**config.mk**
```make
export PLATFORM = sky130hd
export DESIGN_NAME = usensor_emulator_flat
export DESIGN_NICKNAME = d
export VERILOG_FILES = /design/src/rtl/usensor_emulator_if.sv /design/src/rtl/usensor_emulator.sv /design/src/flat_wrapper.sv
export SDC_FILE = /design/constraint.sdc
export NUM_CORES = 1
export LEC_CHECK = 0
export ABC_AREA = 0
export BUFFER_PORTS_ARGS = -buffer_cell sky130_fd_sc_hd__buf_4
export CAP_MARGIN = 15
export CORE_UTILIZATION = 30
export CTS_BUF_LIST = sky130_fd_sc_hd__clkbuf_8
export DETAILED_ROUTE_END_ITERATION = 12
export GPL_ROUTABILITY_DRIVEN = 0
export PLACE_DENSITY = 0.5
export SLEW_MARGIN = 0
export SYNTH_ARGS = -nofsm -noshare
export SYNTH_HDL_FRONTEND = slang
export SYNTH_SLANG_ARGS = --single-unit
```
**constraint.sdc**
```tcl
create_clock -name clock -period 4.9 [get_ports clock]
set_input_delay 0.98 -clock clock [delete_from_list [all_inputs] [get_ports clock]]
set_output_delay 0.98 -clock clock [all_outputs]
set_load 0.01 [all_outputs]
```
**src/rtl/usensor_emulator_if.sv**
```systemverilog
// usensor_emulator_if: trigger/echo bundle between a
// ranging driver (master) and the emulated sensor (slave).
interface usensor_emulator_if;
  logic       trig;
  logic [7:0] distance;
  logic       echo;
  logic       busy;
  logic       ignored_trig;
  logic [7:0] meas_count;

  modport master (
    output trig,
    output distance,
    input  echo,
    input  busy,
    input  ignored_trig,
    input  meas_count
  );

  modport slave (
    input  trig,
    input  distance,
    output echo,
    output busy,
    output ignored_trig,
    output meas_count
  );
endinterface

```
**src/rtl/usensor_emulator.sv**
```systemverilog
// usensor_emulator: HC-SR04 responder; answers a trigger
// pulse with an echo whose width encodes the distance.
module usensor_emulator #(
  parameter int unsigned TRIG_MIN_CYCLES = 500,
  parameter int unsigned BURST_CYCLES    = 10000,
  parameter int unsigned CYCLES_PER_CM   = 2900,
  parameter int unsigned TIMEOUT_CYCLES  = 1900000,
  parameter int unsigned HOLDOFF_CYCLES  = 50000
) (
  input logic               clock,
  input logic               resetn,
  usensor_emulator_if.slave bus
);

  localparam logic [21:0] T_MIN   = 22'(TRIG_MIN_CYCLES);
  localparam logic [21:0] T_BURST = 22'(BURST_CYCLES);
  localparam logic [21:0] T_CPC   = 22'(CYCLES_PER_CM);
  localparam logic [21:0] T_TMO   = 22'(TIMEOUT_CYCLES);
  localparam logic [21:0] T_HOLD  = 22'(HOLDOFF_CYCLES);

  typedef enum logic [2:0] {
    IDLE,
    TRIG_HI,
    BURST,
    ECHO,
    HOLDOFF
  } state_t;

  state_t      state;
  state_t      state_n;
  logic [21:0] cnt;
  logic [21:0] cnt_n;
  logic [21:0] width;
  logic [7:0]  dist_q;
  logic [7:0]  dist_n;
  logic [7:0]  meas_n;
  logic        sync1;
  logic        trig_s;
  logic        trig_d;
  logic        rise;
  logic        cnt_zero;
  logic        wide_ok;
  logic        echo_n;
  logic        busy_n;
  logic        ign_n;

  assign rise     = trig_s & ~trig_d;
  assign cnt_zero = (cnt == '0);
  assign wide_ok  = (cnt >= T_MIN);
  assign width    = {14'd0, dist_q} * T_CPC;

  // Two-flop synchronizer plus one sample of history for edges.
  always_ff @(posedge clock or negedge resetn) begin
    if (!resetn) begin
      sync1  <= 1'b0;
      trig_s <= 1'b0;
      trig_d <= 1'b0;
    end else begin
      sync1  <= bus.trig;
      trig_s <= sync1;
      trig_d <= trig_s;
    end
  end

  // State, counter, latched distance and registered outputs.
  always_ff @(posedge clock or negedge resetn) begin
    if (!resetn) begin
      state            <= IDLE;
      cnt              <= '0;
      dist_q           <= '0;
      bus.echo         <= 1'b0;
      bus.busy         <= 1'b0;
      bus.ignored_trig <= 1'b0;
      bus.meas_count   <= '0;
    end else begin
      state            <= state_n;
      cnt              <= cnt_n;
      dist_q           <= dist_n;
      bus.echo         <= echo_n;
      bus.busy         <= busy_n;
      bus.ignored_trig <= ign_n;
      bus.meas_count   <= meas_n;
    end
  end

  // Next state and the shared down/up counter.
  always_comb begin
    state_n = state;
    cnt_n   = cnt;
    unique case (state)
      IDLE: begin
        if (rise) begin
          state_n = TRIG_HI;
          cnt_n   = 22'd1;
        end
      end
      TRIG_HI: begin
        if (trig_s) begin
          if (cnt < T_MIN) cnt_n = cnt + 22'd1;
        end else if (wide_ok) begin
          state_n = BURST;
          cnt_n   = T_BURST - 22'd1;
        end else begin
          state_n = IDLE;
        end
      end
      BURST: begin
        if (cnt_zero) begin
          state_n = ECHO;
          cnt_n   = (dist_q == '0) ? T_TMO - 22'd1
                                   : width - 22'd1;
        end else begin
          cnt_n = cnt - 22'd1;
        end
      end
      ECHO: begin
        if (cnt_zero) begin
          state_n = HOLDOFF;
          cnt_n   = T_HOLD - 22'd1;
        end else begin
          cnt_n = cnt - 22'd1;
        end
      end
      HOLDOFF: begin
        if (cnt_zero) state_n = IDLE;
        else          cnt_n   = cnt - 22'd1;
      end
      default: begin
        state_n = IDLE;
        cnt_n   = '0;
      end
    endcase
  end

  // Next values of the registered outputs and the distance latch.
  always_comb begin
    echo_n = bus.echo;
    busy_n = (state_n != IDLE);
    ign_n  = 1'b0;
    meas_n = bus.meas_count;
    dist_n = dist_q;
    unique case (state)
      TRIG_HI: begin
        if (!trig_s && wide_ok) begin
          dist_n = bus.distance;
          meas_n = bus.meas_count + 8'd1;
        end else if (!trig_s) begin
          ign_n = 1'b1;
        end
      end
      BURST: begin
        if (cnt_zero) echo_n = 1'b1;
      end
      ECHO: begin
        if (cnt_zero) echo_n = 1'b0;
      end
      default: begin
        echo_n = bus.echo;
      end
    endcase
  end

endmodule
```
**src/flat_wrapper.sv**
```systemverilog
// flat-port wrapper written by rule: the top's interface ports become plain ports
module usensor_emulator_flat 
#(
  parameter int unsigned TRIG_MIN_CYCLES = 500,
  parameter int unsigned BURST_CYCLES    = 10000,
  parameter int unsigned CYCLES_PER_CM   = 2900,
  parameter int unsigned TIMEOUT_CYCLES  = 1900000,
  parameter int unsigned HOLDOFF_CYCLES  = 50000
)
  (clock, resetn, bus_trig, bus_distance, bus_echo, bus_busy, bus_ignored_trig, bus_meas_count);
  usensor_emulator_if bus_i ();
  input logic clock;
  input logic resetn;
  input wire logic [$bits(bus_i.trig)-1:0] bus_trig;
  input wire logic [$bits(bus_i.distance)-1:0] bus_distance;
  output wire logic [$bits(bus_i.echo)-1:0] bus_echo;
  output wire logic [$bits(bus_i.busy)-1:0] bus_busy;
  output wire logic [$bits(bus_i.ignored_trig)-1:0] bus_ignored_trig;
  output wire logic [$bits(bus_i.meas_count)-1:0] bus_meas_count;
  assign bus_i.trig = bus_trig;
  assign bus_i.distance = bus_distance;
  assign bus_echo = bus_i.echo;
  assign bus_busy = bus_i.busy;
  assign bus_ignored_trig = bus_i.ignored_trig;
  assign bus_meas_count = bus_i.meas_count;
  usensor_emulator #(.TRIG_MIN_CYCLES(TRIG_MIN_CYCLES), .BURST_CYCLES(BURST_CYCLES), .CYCLES_PER_CM(CYCLES_PER_CM), .TIMEOUT_CYCLES(TIMEOUT_CYCLES), .HOLDOFF_CYCLES(HOLDOFF_CYCLES)) u_core (.clock(clock), .resetn(resetn), .bus(bus_i));
endmodule
```
==> results.yml <==
synth:
  synth_fp_nets: 723
  syn_avg_cell_area_sq_um: 8.17
  synth_flop_cell: "dfrtp_1"
  synth_top_area_share_pct: 22.4
  synth_top_area_cell: "dfrtp_1"
  yosys_warnings: 0
  synth.distinct_cells: 71
  postSynthCellCount: 643
  synth_area_sq_um: 5260
  ys_ff_latch: 47
  synth_edf_count: 0
  async_flop_share_pct: 100
  synth_area_leaders: "dfrtp_1, ha_1, fa_1"
  yosysSeqAreaShare_pct: 22.4
clock_network:
  clock_path_buffers: 2
  path_clk_slew_ns: 0.10
  cts_tree: "yes"
  numCtsBuffers: 5
  clock-root-buffer: "clkbuf_8"
  htreeDepth: 2
  hold_buffers: 0
  cts_sinks: 47
  clk_latency_ns: 0.33
grt:
  grt_max_degree: 48
  grt_util_all_layers_pct: 16.6
  grt_pass1_vias: 4617
  grt_pass1_wl_um: 23800
  antenna_found_initial: 0
  overflow: 0
die:
  placementRows: 48
  fp.dieW_um: 134
  chipHeight_um: 134
  io_pins: 22
  coreArea_sq_um: 17200
  initial_core_util_pct: 30.6
  dieArea_sq_um: 18100
route:
  drtIter0Drc: 354
  met2_length_um: 6980
  num_vias: 4710
  antenna_left: 0
  drc_errors: 0
  wl_met1_um: 6800
  firstDrtPassIters: 8
  viasPerCell: 5.36
  wl_met3_um: 537
  finalWirelength_um: 14600
  wl_per_cell_um: 16.6
  dr.max_layer_used: "met4"
setup_path:
  r2r_setup_slack_ns: 0.26
  critPathLaunchType: "flip-flop"
  critPathKind: "reg -> reg"
  arrival_ns: 4.86
  crit_top_cell: "fa_1"
  cpMaxStageDelayCell: "fa_1"
  path_max_fanout: 7
  critical-path-top-delay-family: "adder cells"
  crit_path_end_kind: "flip-flop"
  r2r_start: "u_core.dist_q[2]"
  critPathRequiredTime_ns: 5.12
  path_cells: "ha_4 -> inv_1 -> fa_1 -> inv_1 -> fa_1 -> fa_1 -> ha_2 -> buf_4 -> nand3_1 -> o211ai_1 -> o22ai_2 -> xnor2_2 -> a2111oi_4 -> nand4b_1 -> xnor2_1 -> o221ai_1 -> nand3_1"
  crit_path_start: "u_core.dist_q[2]"
  crit_path_max_incr_delay_ns: 0.49
  path_buf_inv: 3
sta:
  hold_viol: 0
  finalCritPeriodShare_pct: 94.8
  worstMarginPinSlew_ns: 0.822
  clock-skew-final_ns: 0.0208
  max_slew_margin_pct: 44.8
  finalSetupViolCount: 0
  drv_slew: 0
  fin_tns_setup_ns: 0
  max_freq_mhz: 215
  rsz0062_at_grt: "yes"
  period_needed_ns: 4.64
placement:
  hpwl_um: 11100
  dpl_cell_area_sq_um: 5630
  numPortBuffers: 21
hold_path:
  hold_path.class: "reg -> reg"
  worstHoldStart: "u_core.sync1"
cells_and_area:
  nets: 733
  area_growth_pct: 10.8
  final_cell_area_sq_um: 5830
  layout-drive-gt1-share_pct: 12.1
  diodes: 0
job:
  maxCapViolations: 0
outcome:
  status: "complete, no violations"
==> synthesized netlist by cell type, types with 5 or more instances <==
library cell	n
a21o_1	9
nor3_1	24
a21oi_1	39
a211oi_1	6
xnor2_1	25
and2_1	6
a31oi_1	8
fa_1	17
o21a_1	5
buf_2	10
nor2_1	53
clkbuf_1	19
and3_1	6
o22ai_1	6
ha_1	52
or3_1	7
nor2b_1	5
o31ai_1	5
inv_1	45
xor2_1	17
o221ai_1	6
nand4_1	8
o21ai_0	51
dfrtp_1	47
nand2b_1	5
nand2_1	61
nand3_1	24
o211ai_1	6
==> flip-flops by register name (all words and copies together), names as in the netlist <==
name	count
u_core.bus.meas_count	8
u_core.bus.echo	1
u_core.trig_s	1
u_core.bus.busy	1
u_core.bus.ignored_trig	1
u_core.trig_d	1
u_core.cnt	22
u_core.dist_q	8
u_core.state	3
u_core.sync1	1
==> what timing repair did <==
action,in CTS,in global routing
buffers inserted,0,3
setup endpoints to repair,0,10
resized for setup,0,16
==> final cells by class <==
cell class	instances	area, sq um
Fill cell	1867	11400
Multi-Input combinational cell	517	3840
Sequential cell	47	1180
Tap cell	225	282
Timing Repair Buffer	37	278
Inverter	45	169
Clock buffer	5	68.8
Clock inverter	3	12.5
==> kinds of logic (layout without fill, tap and decap cells) <==
group	count (synthesis)	after routing	share of synthesized area (%)
XOR/XNOR	43	43	7.31
flip-flops	47	47	22.4
adder cells (fa/ha/maj)	69	69	18.9
AND/OR/NAND/NOR	229	229	22.9
AO/OA/AOI/OAI	175	175	21.9
multiplexers	1	1	0.190
buffers and inverters	79	90	6.38
==> placed cells by master (no fill, tap or decap), drive strengths merged, types with 6 or more instances in the layout <==
cell    synthesis  final
nor2b           6      6
or3             8      8
o22ai           6      6
inv            45     47
nand2          61     61
nand4           9      9
a211oi          6      6
dfrtp          47     47
xnor2          26     26
nand3          25     25
a31oi           8      8
ha             52     52
xor2           17     17
and3            6      6
nor4            9      9
o211ai          6      6
and2            7      7
fa             17     17
a21o            9      9
o21ai          56     56
a21oi          40     40
o221ai          6      6
nor2           53     53
buf            15     37
nor3           27     27
==> worst register-to-register path, delay by kind of cell (launching register included) <==
family	cells	cell delay [ns]
buffers and inverters	3	0.26
AO/OA/AOI/OAI	4	1.05
flip-flops	1	0.45
AND/OR/NAND/NOR	3	0.34
adder cells (fa/ha/maj)	5	2.09
XOR/XNOR	2	0.35
==> path summary, 6_finish.rpt <==
kind / endpoint / cells after the start
max in group asynchronous: u_core.dist_q[2] / 1
hold reg to reg: u_core.trig_s / 0
hold / removal: u_core.trig_s / 0
setup reg to reg: u_core.cnt[19] / 17
min in group asynchronous: u_core.cnt[16] / 1
setup / recovery: u_core.cnt[19] / 17
==> per-layer routing <==
layer	vias to the layer above	track usage (%)
met5	-	0
met4	0	5.18
met3	20	2.46
met2	119	27.2
met1	2257	22.3
li1	2314	-
==> per-stage QoR <==
step | std cells | utilization (%) | hold slack (ns) | setup slack (ns)
final | 879 | 33.9 | 0.355 | 0.256
after global routing | 879 | 33.9 | 0.362 | 0.0143
after CTS | 876 | 33.3 | 0.356 | 0.0208
after detailed placement | 868 | 32.8 | 0.338 | 0.0579
after global placement | 868 | 32.8 | 0.333 | 0.0976
after floorplan | 643 | - | 0.331 | 0.379
Power is left out: the tool's default activity adds up to more than one toggle a clock period on the data nets, which glitch-free logic cannot reach.
